### src/rtl/pu_driver.sv
// pu_driver: operand sequencer and result collector for one 4-input
// dot-product processing unit. Latches an input vector on start, then for each
// neuron fetches a weight row, presents x/w operands to the PU, waits the PU
// latency, captures the result and offers it on a valid/ready stream.
// Optional feature macro: PU_DRIVER_RELU_EN (clamp negative results to zero).
module pu_driver #(
  parameter int N_NEURONS  = 4,
  parameter int IDX_W      = 8,
  parameter int PU_LATENCY = 1
) (
  input  logic             clk,
  input  logic             rst,
  input  logic             start,
  input  logic [31:0]      x1_in,
  input  logic [31:0]      x2_in,
  input  logic [31:0]      x3_in,
  input  logic [31:0]      x4_in,
  output logic             w_rd,
  output logic [IDX_W-1:0] w_addr,
  input  logic [127:0]     w_data,
  output logic [31:0]      pu_x1,
  output logic [31:0]      pu_x2,
  output logic [31:0]      pu_x3,
  output logic [31:0]      pu_x4,
  output logic [31:0]      pu_w1,
  output logic [31:0]      pu_w2,
  output logic [31:0]      pu_w3,
  output logic [31:0]      pu_w4,
  input  logic [31:0]      pu_result,
  output logic             out_valid,
  input  logic             out_ready,
  output logic [31:0]      out_data,
  output logic [IDX_W-1:0] out_index,
  output logic             busy,
  output logic             done
);

  // A combinational PU (latency 0) still gets one WAIT cycle.
  localparam int WAIT_CYC = (PU_LATENCY < 1) ? 1 : PU_LATENCY;
  localparam int CNT_W    = $clog2(WAIT_CYC + 1);
  localparam logic [CNT_W-1:0] LAST_CNT = CNT_W'(WAIT_CYC - 1);
  localparam logic [IDX_W-1:0] LAST_IDX = IDX_W'(N_NEURONS - 1);

  typedef enum logic [2:0] {
    S_IDLE  = 3'd0,
    S_FETCH = 3'd1,
    S_LOAD  = 3'd2,
    S_WAIT  = 3'd3,
    S_EMIT  = 3'd4,
    S_DONE  = 3'd5
  } state_e;

  state_e           state_q, state_d;
  logic [IDX_W-1:0] idx_q, idx_d;
  logic [CNT_W-1:0] cnt_q, cnt_d;
  logic             w_rd_q, w_rd_d;
  logic [IDX_W-1:0] w_addr_q, w_addr_d;
  logic [31:0]      pu_x1_q, pu_x1_d, pu_x2_q, pu_x2_d, pu_x3_q, pu_x3_d, pu_x4_q, pu_x4_d;
  logic [31:0]      pu_w1_q, pu_w1_d, pu_w2_q, pu_w2_d, pu_w3_q, pu_w3_d, pu_w4_q, pu_w4_d;
  logic             out_valid_q, out_valid_d;
  logic [31:0]      out_data_q, out_data_d;
  logic [IDX_W-1:0] out_index_q, out_index_d;
  logic             busy_q, busy_d;
  logic             done_q, done_d;

  // Result capture path; with the ReLU feature a set sign bit forces zero.
  function automatic logic [31:0] capture_result(input logic [31:0] r);
`ifdef PU_DRIVER_RELU_EN
    return r[31] ? 32'h0000_0000 : r;
`else
    return r;
`endif
  endfunction

  // Next-state and next-output computation for the sequencer.
  always_comb begin
    state_d     = state_q;
    idx_d       = idx_q;
    cnt_d       = cnt_q;
    w_rd_d      = 1'b0;
    w_addr_d    = w_addr_q;
    pu_x1_d     = pu_x1_q;
    pu_x2_d     = pu_x2_q;
    pu_x3_d     = pu_x3_q;
    pu_x4_d     = pu_x4_q;
    pu_w1_d     = pu_w1_q;
    pu_w2_d     = pu_w2_q;
    pu_w3_d     = pu_w3_q;
    pu_w4_d     = pu_w4_q;
    out_valid_d = out_valid_q;
    out_data_d  = out_data_q;
    out_index_d = out_index_q;
    busy_d      = busy_q;
    done_d      = 1'b0;
    case (state_q)
      S_IDLE: begin
        if (start) begin
          pu_x1_d  = x1_in;
          pu_x2_d  = x2_in;
          pu_x3_d  = x3_in;
          pu_x4_d  = x4_in;
          idx_d    = {IDX_W{1'b0}};
          w_rd_d   = 1'b1;
          w_addr_d = {IDX_W{1'b0}};
          busy_d   = 1'b1;
          state_d  = S_FETCH;
        end else begin
          busy_d   = 1'b0;
        end
      end
      S_FETCH: begin
        state_d = S_LOAD;
      end
      S_LOAD: begin
        pu_w1_d = w_data[31:0];
        pu_w2_d = w_data[63:32];
        pu_w3_d = w_data[95:64];
        pu_w4_d = w_data[127:96];
        cnt_d   = {CNT_W{1'b0}};
        state_d = S_WAIT;
      end
      S_WAIT: begin
        if (cnt_q == LAST_CNT) begin
          out_data_d  = capture_result(pu_result);
          out_index_d = idx_q;
          out_valid_d = 1'b1;
          cnt_d       = {CNT_W{1'b0}};
          state_d     = S_EMIT;
        end else begin
          cnt_d       = cnt_q + CNT_W'(1);
        end
      end
      S_EMIT: begin
        if (out_ready) begin
          out_valid_d = 1'b0;
          if (idx_q == LAST_IDX) begin
            done_d  = 1'b1;
            state_d = S_DONE;
          end else begin
            idx_d    = idx_q + IDX_W'(1);
            w_rd_d   = 1'b1;
            w_addr_d = idx_q + IDX_W'(1);
            state_d  = S_FETCH;
          end
        end else begin
          out_valid_d = 1'b1;
        end
      end
      S_DONE: begin
        busy_d  = 1'b0;
        state_d = S_IDLE;
      end
      default: begin
        out_valid_d = 1'b0;
        busy_d      = 1'b0;
        state_d     = S_IDLE;
      end
    endcase
  end

  // State and registered outputs, cleared by synchronous reset.
  always_ff @(posedge clk) begin
    if (rst) begin
      state_q     <= S_IDLE;
      idx_q       <= {IDX_W{1'b0}};
      cnt_q       <= {CNT_W{1'b0}};
      w_rd_q      <= 1'b0;
      w_addr_q    <= {IDX_W{1'b0}};
      pu_x1_q     <= 32'h0;
      pu_x2_q     <= 32'h0;
      pu_x3_q     <= 32'h0;
      pu_x4_q     <= 32'h0;
      pu_w1_q     <= 32'h0;
      pu_w2_q     <= 32'h0;
      pu_w3_q     <= 32'h0;
      pu_w4_q     <= 32'h0;
      out_valid_q <= 1'b0;
      out_data_q  <= 32'h0;
      out_index_q <= {IDX_W{1'b0}};
      busy_q      <= 1'b0;
      done_q      <= 1'b0;
    end else begin
      state_q     <= state_d;
      idx_q       <= idx_d;
      cnt_q       <= cnt_d;
      w_rd_q      <= w_rd_d;
      w_addr_q    <= w_addr_d;
      pu_x1_q     <= pu_x1_d;
      pu_x2_q     <= pu_x2_d;
      pu_x3_q     <= pu_x3_d;
      pu_x4_q     <= pu_x4_d;
      pu_w1_q     <= pu_w1_d;
      pu_w2_q     <= pu_w2_d;
      pu_w3_q     <= pu_w3_d;
      pu_w4_q     <= pu_w4_d;
      out_valid_q <= out_valid_d;
      out_data_q  <= out_data_d;
      out_index_q <= out_index_d;
      busy_q      <= busy_d;
      done_q      <= done_d;
    end
  end

  assign w_rd      = w_rd_q;
  assign w_addr    = w_addr_q;
  assign pu_x1     = pu_x1_q;
  assign pu_x2     = pu_x2_q;
  assign pu_x3     = pu_x3_q;
  assign pu_x4     = pu_x4_q;
  assign pu_w1     = pu_w1_q;
  assign pu_w2     = pu_w2_q;
  assign pu_w3     = pu_w3_q;
  assign pu_w4     = pu_w4_q;
  assign out_valid = out_valid_q;
  assign out_data  = out_data_q;
  assign out_index = out_index_q;
  assign busy      = busy_q;
  assign done      = done_q;

endmodule

### config.mk
export PLATFORM = sky130hd
export DESIGN_NAME = pu_driver
export DESIGN_NICKNAME = d
export VERILOG_FILES = /design/src/rtl/pu_driver.sv
export SDC_FILE = /design/constraint.sdc
export NUM_CORES = 1
export LEC_CHECK = 0
export CORE_AREA = 3 3 230 232
export CTS_CLUSTER_DIAMETER = 60
export CTS_CLUSTER_SIZE = 30
export DETAILED_ROUTE_END_ITERATION = 10
export DIE_AREA = 0 0 233 235
export SKIP_CTS_REPAIR_TIMING = 1
export SLEW_MARGIN = 20
export SYNTH_ARGS = -nofsm -noshare
export SYNTH_HDL_FRONTEND = slang
export SYNTH_SLANG_ARGS = --single-unit
### constraint.sdc
create_clock -name clk -period 2.1 [get_ports clk]
set_clock_uncertainty 0.2 [all_clocks]
set_input_delay 0.525 -clock clk [delete_from_list [all_inputs] [get_ports clk]]
set_output_delay 0.525 -clock clk [all_outputs]
set_load 0.01 [all_outputs]
==> results.md, run 1 <==
* Filler-free cell count of the finished design at 2649
* Number of distinct standard cells referenced by the synthesized netlist at 36
* Vias in the first global route at 10910
* Overall power consumption at 16560 uW
* Leading cell types by count after synthesis: 597 x nand2_1, 311 x dfxtp_1, 302 x a21oi_1
* Max incr delay on CP at 0.35 ns
* Reg-to-reg endpoint: w_addr[3]$_SDFFE_PP0P_
* Die area at 0.05476 sq mm
* Number of cells traversed by the worst register-to-register path at 6
* Leakage at 0.01195 uW
* Capturing element type of the critical path: primary output
* Portion of the post-synthesis area used by sequential elements at 56.86%
* Fmax at 499.0 MHz
* Standard-cell row count at 83
* Proportion of layout cells with a drive suffix above 1 at 5.891%
* Final std cell area, no fill at 0.01964 sq mm
* Main area contributors after synthesis: dfxtp_1 57%, nand2_1 20%, a21oi_1 14%
* Longest Clk Path Bufs at 3
* Area taken by multi-input logic gates at 0.004159 sq mm
* Placement Cell Area at 0.01775 sq mm
* Post-synth design cell area at 0.01095 sq mm
* Final critical-path setup slack at 0.09604 ns
* Fill cells at 5200
* Yosys Warn Count at 0
* Run status: completed
* Hold path endpoint: out_valid$_SDFFE_PP0N_
* Share of Yosys cell area claimed by the top area cell type at 56.86%
* Library cell with the largest summed area after synthesis: dfxtp_1
* Routed wire length at 44.11 mm
* Fraction of the cycle the final worst path needs at 95.43%
* Fin. Hold Viols at 0
* Gr ovfl total at 0
* Compound-Gate Fraction of Synth Area at 15.04%
* Hold-critical path depth at 2
* Critical Path RT at 1.37 ns
* Post-synth top flop: dfxtp_1
* CTS Root Buffer Type: clkbuf_16
* Buffer and inverter count on the worst path at 1
* Max-capacitance violation count at 0
* Final net count at 2237
* Adder and majority cell fraction of the synthesized area at 0.1143%
* Crit. path cell count at 1
* Arrival time reported for the critical path endpoint at 1.28 ns
* Post-synthesis average cell area at 7.987 sq um
* Ports at 600
* Worst vdd ir at 0.6569 mV
* Initial Util at 21.39%
* Time the final worst path needs with I/O delays and setup at 2.004 ns
* Clock insertion delay at the later pin of the skew report at 0.59 ns
* Hold Startpoint: rst
* Die extent in x at 233 um
* TritonCTS buffer count at 31
* Number of buffers added on ports at 599
* Post-route antenna net violation count at 0
* Initial antenna violation count at 6
* Multiplexer area fraction after synthesis at 0%
* Combinational family with the most area after synthesis: simple AND/OR/NAND/NOR gates
* Count of antenna diodes in the layout at 0
* Endpoints failing setup at 0
* Number of search-and-repair iterations in the first detailed-routing pass at 4
* List of cells traversed by the critical path: dlymetal6s2s_1
* 1st-iter DRT viols at 413
* Sequential cell area at 0.006230 sq mm
* DRC at 0
* Clk sinks at 311
* Clock slew at reported path FFs at 0.07 ns
* Synthesized Nets at 1664
* TritonCTS clock tree: done
* Max-slew headroom at the worst pin at 65.49%
* Cell family with the largest share of critical-path delay: buffers and inverters
* Number of placed instances, taps included at 2591
* Beginning of the worst register-to-register path: w_addr[1]$_SDFFE_PP0P_
* GR Util All Layers at 14.80%
* Number of synthesized flops with an enable pin at 0
* Area growth from synthesis to layout at 79.35%
* Syn Inst Count at 1371
* Worst setup slack for register-to-register paths at 0.26 ns
* Maximum number of pins on one net before global-route repair at 93
* Cell with the most instances after synthesis: nand2_1
* Fraction of synthesis flops using an asynchronous set or reset pin at 0%
* H-Tree Depth at 1
* CP max-delay cell: dlymetal6s2s_1
* Post-Synth Simple-Gate Area at 22.60%
* Setup repair after global routing missed its margin: no
* Setup CP Type: reg2out
* Max Transition Viols Final at 0
* Slew at the pin with the worst max-slew slack at 0.5177 ns
* Vias at 11270
* First-pass GRT wire length at 64.18 mm
* Placed wire-length estimate after detailed placement at 32.58 mm
* Routed len/inst at 16.65 um
* Post-place setup slack at -0.2001 ns
* Post-synthesis xor/xnor area fraction at 0.07998%
* Path category of the worst min-delay check: in2reg
* CP max FO at 2
* Die height at 235 um
* Total power per unit cell area at 843.3 mW/mm^2
* Count of state elements after synthesis at 311
* Floorplan Core Area at 0.05120 sq mm
* RePlAce Congestion at 0.8140
* Via count normalized by instance count at 4.253
* Critical path launch point type: flop
## kinds of logic after synthesis
kind of cell	Yosys count
AOI/OAI and AO/OA	323
and+or+nand+nor	630
DFF	311
xor gates and xnor gates	1
buffers and inverters	105
adders and majority gates	1
## cell type report
class,instances,share of cell area [%]
Timing Repair Buffer,643,37.04
Sequential cell,311,31.72
Multi-Input combinational cell,955,21.18
Tap cell,680,4.332
Clock buffer,35,4.179
Clock inverter,23,1.516
Inverter,2,0.03822
## sequential cells by signal, summed over array words and instances (netlist names)
signal     flops
out_valid      1
pu_x3         32
out_index      8
pu_x4         32
state_q        3
pu_x1         32
w_rd           1
pu_w4         32
out_data      32
pu_w3         32
w_addr         8
done           1
busy           1
pu_x2         32
pu_w1         32
pu_w2         32
## placed cells by master, fill, tap and decap left out, types with 4 or more instances in the layout
cell type / count
nand2_1: 596
dfxtp_1: 308
dlymetal6s2s_1: 305
a21oi_1: 302
clkdlybuf4s50_1: 290
buf_4: 32
clkbuf_16: 31
buf_12: 15
a31oi_1: 10
inv_6: 6
nand3_1: 4
o21ai_0: 4
clkinv_2: 4
clkinv_8: 4
## through the flow
| step | hold WS, ns | utilization, % | TNS (ns) |
|---|---|---|---|
| finish | 0.04848 | 38.36 | 0 |
| global route | 0.03151 | 38.36 | 0 |
| CTS | -0.002485 | 36.86 | -47.93 |
| detailed placement | 0.2453 | 34.68 | -19.40 |
| global placement | 0.2404 | 34.68 | -16.97 |
| floorplan | 0.2805 | - | 0 |
## worst reg2reg max path, cell delays in order (launching register included)
cell      delay, ns
dfxtp_2        0.37
ha_1           0.22
nor4b_2        0.29
and3_1         0.27
o21bai_1       0.08
buf_4          0.16
a31oi_1        0.17
## power breakdown
part           internal (uW)  switching [uW]  total [uW]
combinational           1890            1920        3810
clock                   3310            2680        5990
sequential              6460             301        6760
## worst max-delay path by stage
| stage | end | from | slack [ns] |
|---|---|---|---|
| final | pu_x4[4] | pu_x4[4]$_SDFFE_PP0P_ | 0.1 |
| after CTS | pu_x4[4] | pu_x4[4]$_SDFFE_PP0P_ | -0.39 |
| after floorplan | pu_x2[0]$_SDFFE_PP0P_ | rst | 0.39 |
| after detailed placement | pu_x3[5]$_SDFFE_PP0P_ | start | -0.20 |
| after global placement | pu_x4[5]$_SDFFE_PP0P_ | start | -0.18 |
| after global routing | pu_x4[4] | pu_x4[4]$_SDFFE_PP0P_ | 0.03 |
## layer usage
| layer | vias up | routed length, um | GRT usage (%) |
|---|---|---|---|
| li1 | 5577 | - | - |
| met1 | 5162 | 15760 | 15.39 |
| met2 | 447 | 22080 | 27.06 |
| met3 | 75 | 5258 | 6.814 |
| met4 | 4 | 992 | 3.098 |
| met5 | - | 23 | 0 |
(Power assumes the default switching activity.)
==> run 2: changes to the inputs <==
--- a/config.mk
+++ b/config.mk
@@ -5,11 +5,12 @@
 export SDC_FILE = /design/constraint.sdc
 export NUM_CORES = 1
 export LEC_CHECK = 0
-export CORE_AREA = 3 3 230 232
+export ABC_AREA = 1
+export CORE_AREA = 3 3 231 233
 export CTS_CLUSTER_DIAMETER = 60
 export CTS_CLUSTER_SIZE = 30
 export DETAILED_ROUTE_END_ITERATION = 10
-export DIE_AREA = 0 0 233 235
+export DIE_AREA = 0 0 234 236
 export SKIP_CTS_REPAIR_TIMING = 1
 export SLEW_MARGIN = 20
 export SYNTH_ARGS = -nofsm -noshare
==> results.md, run 2 <==
* Synthesized Nets at 1697
* CP max-delay cell: dfxtp_1
* Cell family with the largest share of critical-path delay: flip-flops
* Main area contributors after synthesis: dfxtp_1 56%, o21ai_0 13%, nor2_1 12%
* Gr ovfl total at 0
* Run status: completed
* Proportion of layout cells with a drive suffix above 1 at 5.486%
* Count of state elements after synthesis at 311
* Crit. path cell count at 1
* Leading cell types by count after synthesis: 345 x nor2_1, 311 x dfxtp_1, 283 x o21ai_0
* Max incr delay on CP at 0.35 ns
* Portion of the post-synthesis area used by sequential elements at 55.99%
* Vias in the first global route at 10650
* Ports at 600
* Fraction of the cycle the final worst path needs at 94.94%
* Post-synth top flop: dfxtp_1
* 1st-iter DRT viols at 318
* Number of search-and-repair iterations in the first detailed-routing pass at 4
* Final std cell area, no fill at 0.01981 sq mm
* CTS Root Buffer Type: clkbuf_16
* List of cells traversed by the critical path: dlymetal6s2s_1
* Fraction of synthesis flops using an asynchronous set or reset pin at 0%
* Max-slew headroom at the worst pin at 70.09%
* Number of buffers added on ports at 599
* Placement Cell Area at 0.01807 sq mm
* Hold-critical path depth at 2
* Routed wire length at 42.14 mm
* Critical Path RT at 1.37 ns
* Clk sinks at 311
* RePlAce Congestion at 0.8551
* Initial Util at 21.63%
* Fmax at 501.6 MHz
* Setup repair after global routing missed its margin: no
* Capturing element type of the critical path: primary output
* Post-synthesis average cell area at 7.920 sq um
* Number of synthesized flops with an enable pin at 0
* Max-capacitance violation count at 0
* Total power per unit cell area at 844.2 mW/mm^2
* Standard-cell row count at 83
* Vias at 11240
* Setup total negative slack at 0 ns
* Placed wire-length estimate after detailed placement at 31.95 mm
* Area growth from synthesis to layout at 78.17%
* Path category of the worst min-delay check: reg2reg
* Number of distinct standard cells referenced by the synthesized netlist at 25
* Most used cells in the layout excluding fill and tap cells: 345 x nor2_1, 310 x dfxtp_1, 308 x dlymetal6s2s_1
* Die area at 0.05522 sq mm
* Yosys Warn Count at 0
* Final net count at 2278
* Initial antenna violation count at 3
* Die extent in x at 234 um
* Arrival time reported for the critical path endpoint at 1.27 ns
* Endpoints failing setup at 0
* Share of Yosys cell area claimed by the top area cell type at 55.99%
* Count of antenna diodes in the layout at 0
* Slew at the pin with the worst max-slew slack at 0.4445 ns
* Fin. Hold Viols at 0
* TritonCTS clock tree: done
* First-pass GRT wire length at 61.47 mm
* GR Util All Layers at 13.99%
* Cell with the most instances after synthesis: nor2_1
* Setup CP Type: reg2out
* Via count normalized by instance count at 4.188
* Time the final worst path needs with I/O delays and setup at 1.994 ns
* Filler-free cell count of the finished design at 2685
* CP max FO at 2
* Routed len/inst at 15.69 um
* Post-route antenna net violation count at 0
* Syn Inst Count at 1404
* Worst vdd ir at 0.5641 mV
* Number of cells traversed by the worst register-to-register path at 6
* Most frequent standard cell in the layout excluding fill and tap cells: nor2_1
* Maximum number of pins on one net before global-route repair at 78
* Clock slew at reported path FFs at 0.07 ns
* Longest Clk Path Bufs at 3
* Fill cells at 5161
* Buffer and inverter count on the worst path at 1
* Max Transition Viols Final at 0
* H-Tree Depth at 1
* Number of placed instances, taps included at 2635
* Critical path launch point type: flop
* Clock insertion delay at the later pin of the skew report at 0.57 ns
* End-of-flow core utilization at 38.54%
* Floorplan Core Area at 0.05141 sq mm
* Leakage at 0.01212 uW
* Die height at 236 um
* Library cell with the largest summed area after synthesis: dfxtp_1
* TritonCTS buffer count at 28
* Post-synth design cell area at 0.01112 sq mm
* DRC at 0
==> run 2: logic make-up after synthesis <==
group,after synthesis,synth area share (%)
AO/OA/AOI/OAI,444,20.00
adder cells (fa/ha/maj),1,0.1125
buffers and inverters,248,9.801
flip-flops,311,55.99
AND/OR/NAND/NOR,400,14.10
==> run 2: power breakdown <==
part           total (uW)  internal [uW]  switching, uW
Sequential           7040           6660            374
Combinational        4250           2220           2040
Clock                5440           2910           2520
Total               16700          11800           4930
==> run 2: layout make-up <==
class | instances | area [sq um] | area share [%]
clock buffers | 33 | 750.7 | 3.789
multi-input cells | 845 | 3809 | 19.22
clock inverters | 17 | 220.2 | 1.112
well taps | 680 | 850.8 | 4.295
repair buffers | 650 | 7387 | 37.29
flip-flops and latches | 311 | 6227 | 31.43
inverters | 149 | 566.8 | 2.861
==> run 2: metal layers <==
layer	wire length (um)	GRT usage, %
met1	16370	16.13
met5	34	0
met2	21130	25.20
met4	1241	4.044
met3	3356	3.684
==> run 2: worst paths after layout <==
kind,startpoint,end,slack (ns)
min,pu_x1[8]$_SDFFE_PP0P_,pu_x1[8]$_SDFFE_PP0P_,0.24
max,busy$_SDFFE_PP0N_,busy,0.11
min reg2reg,pu_x1[8]$_SDFFE_PP0P_,pu_x1[8]$_SDFFE_PP0P_,0.24
max reg2reg,w_addr[0]$_SDFFE_PP0P_,done$_SDFF_PP0_,0.26
==> run 2: worst reg2reg max path, stage by stage (launching register included) <==
cell	delay [ns]
dfxtp_1	0.41
ha_1	0.26
nand2_1	0.07
nor2_1	0.18
nand2_1	0.11
nor4_1	0.35
buf_4	0.19
==> run 2: per-stage QoR <==
step           hold slack, ns  setup WS, ns  power, uW
3_3_place_gp           0.2302       -0.1373      11590
4_1_cts                0.2459       -0.3717      17230
5_1_grt                0.2606       0.01501      17670
3_5_place_dp           0.2341       -0.1224      11670
6_report               0.2406        0.1063      16720
2_1_floorplan          0.2671        0.4925       9008
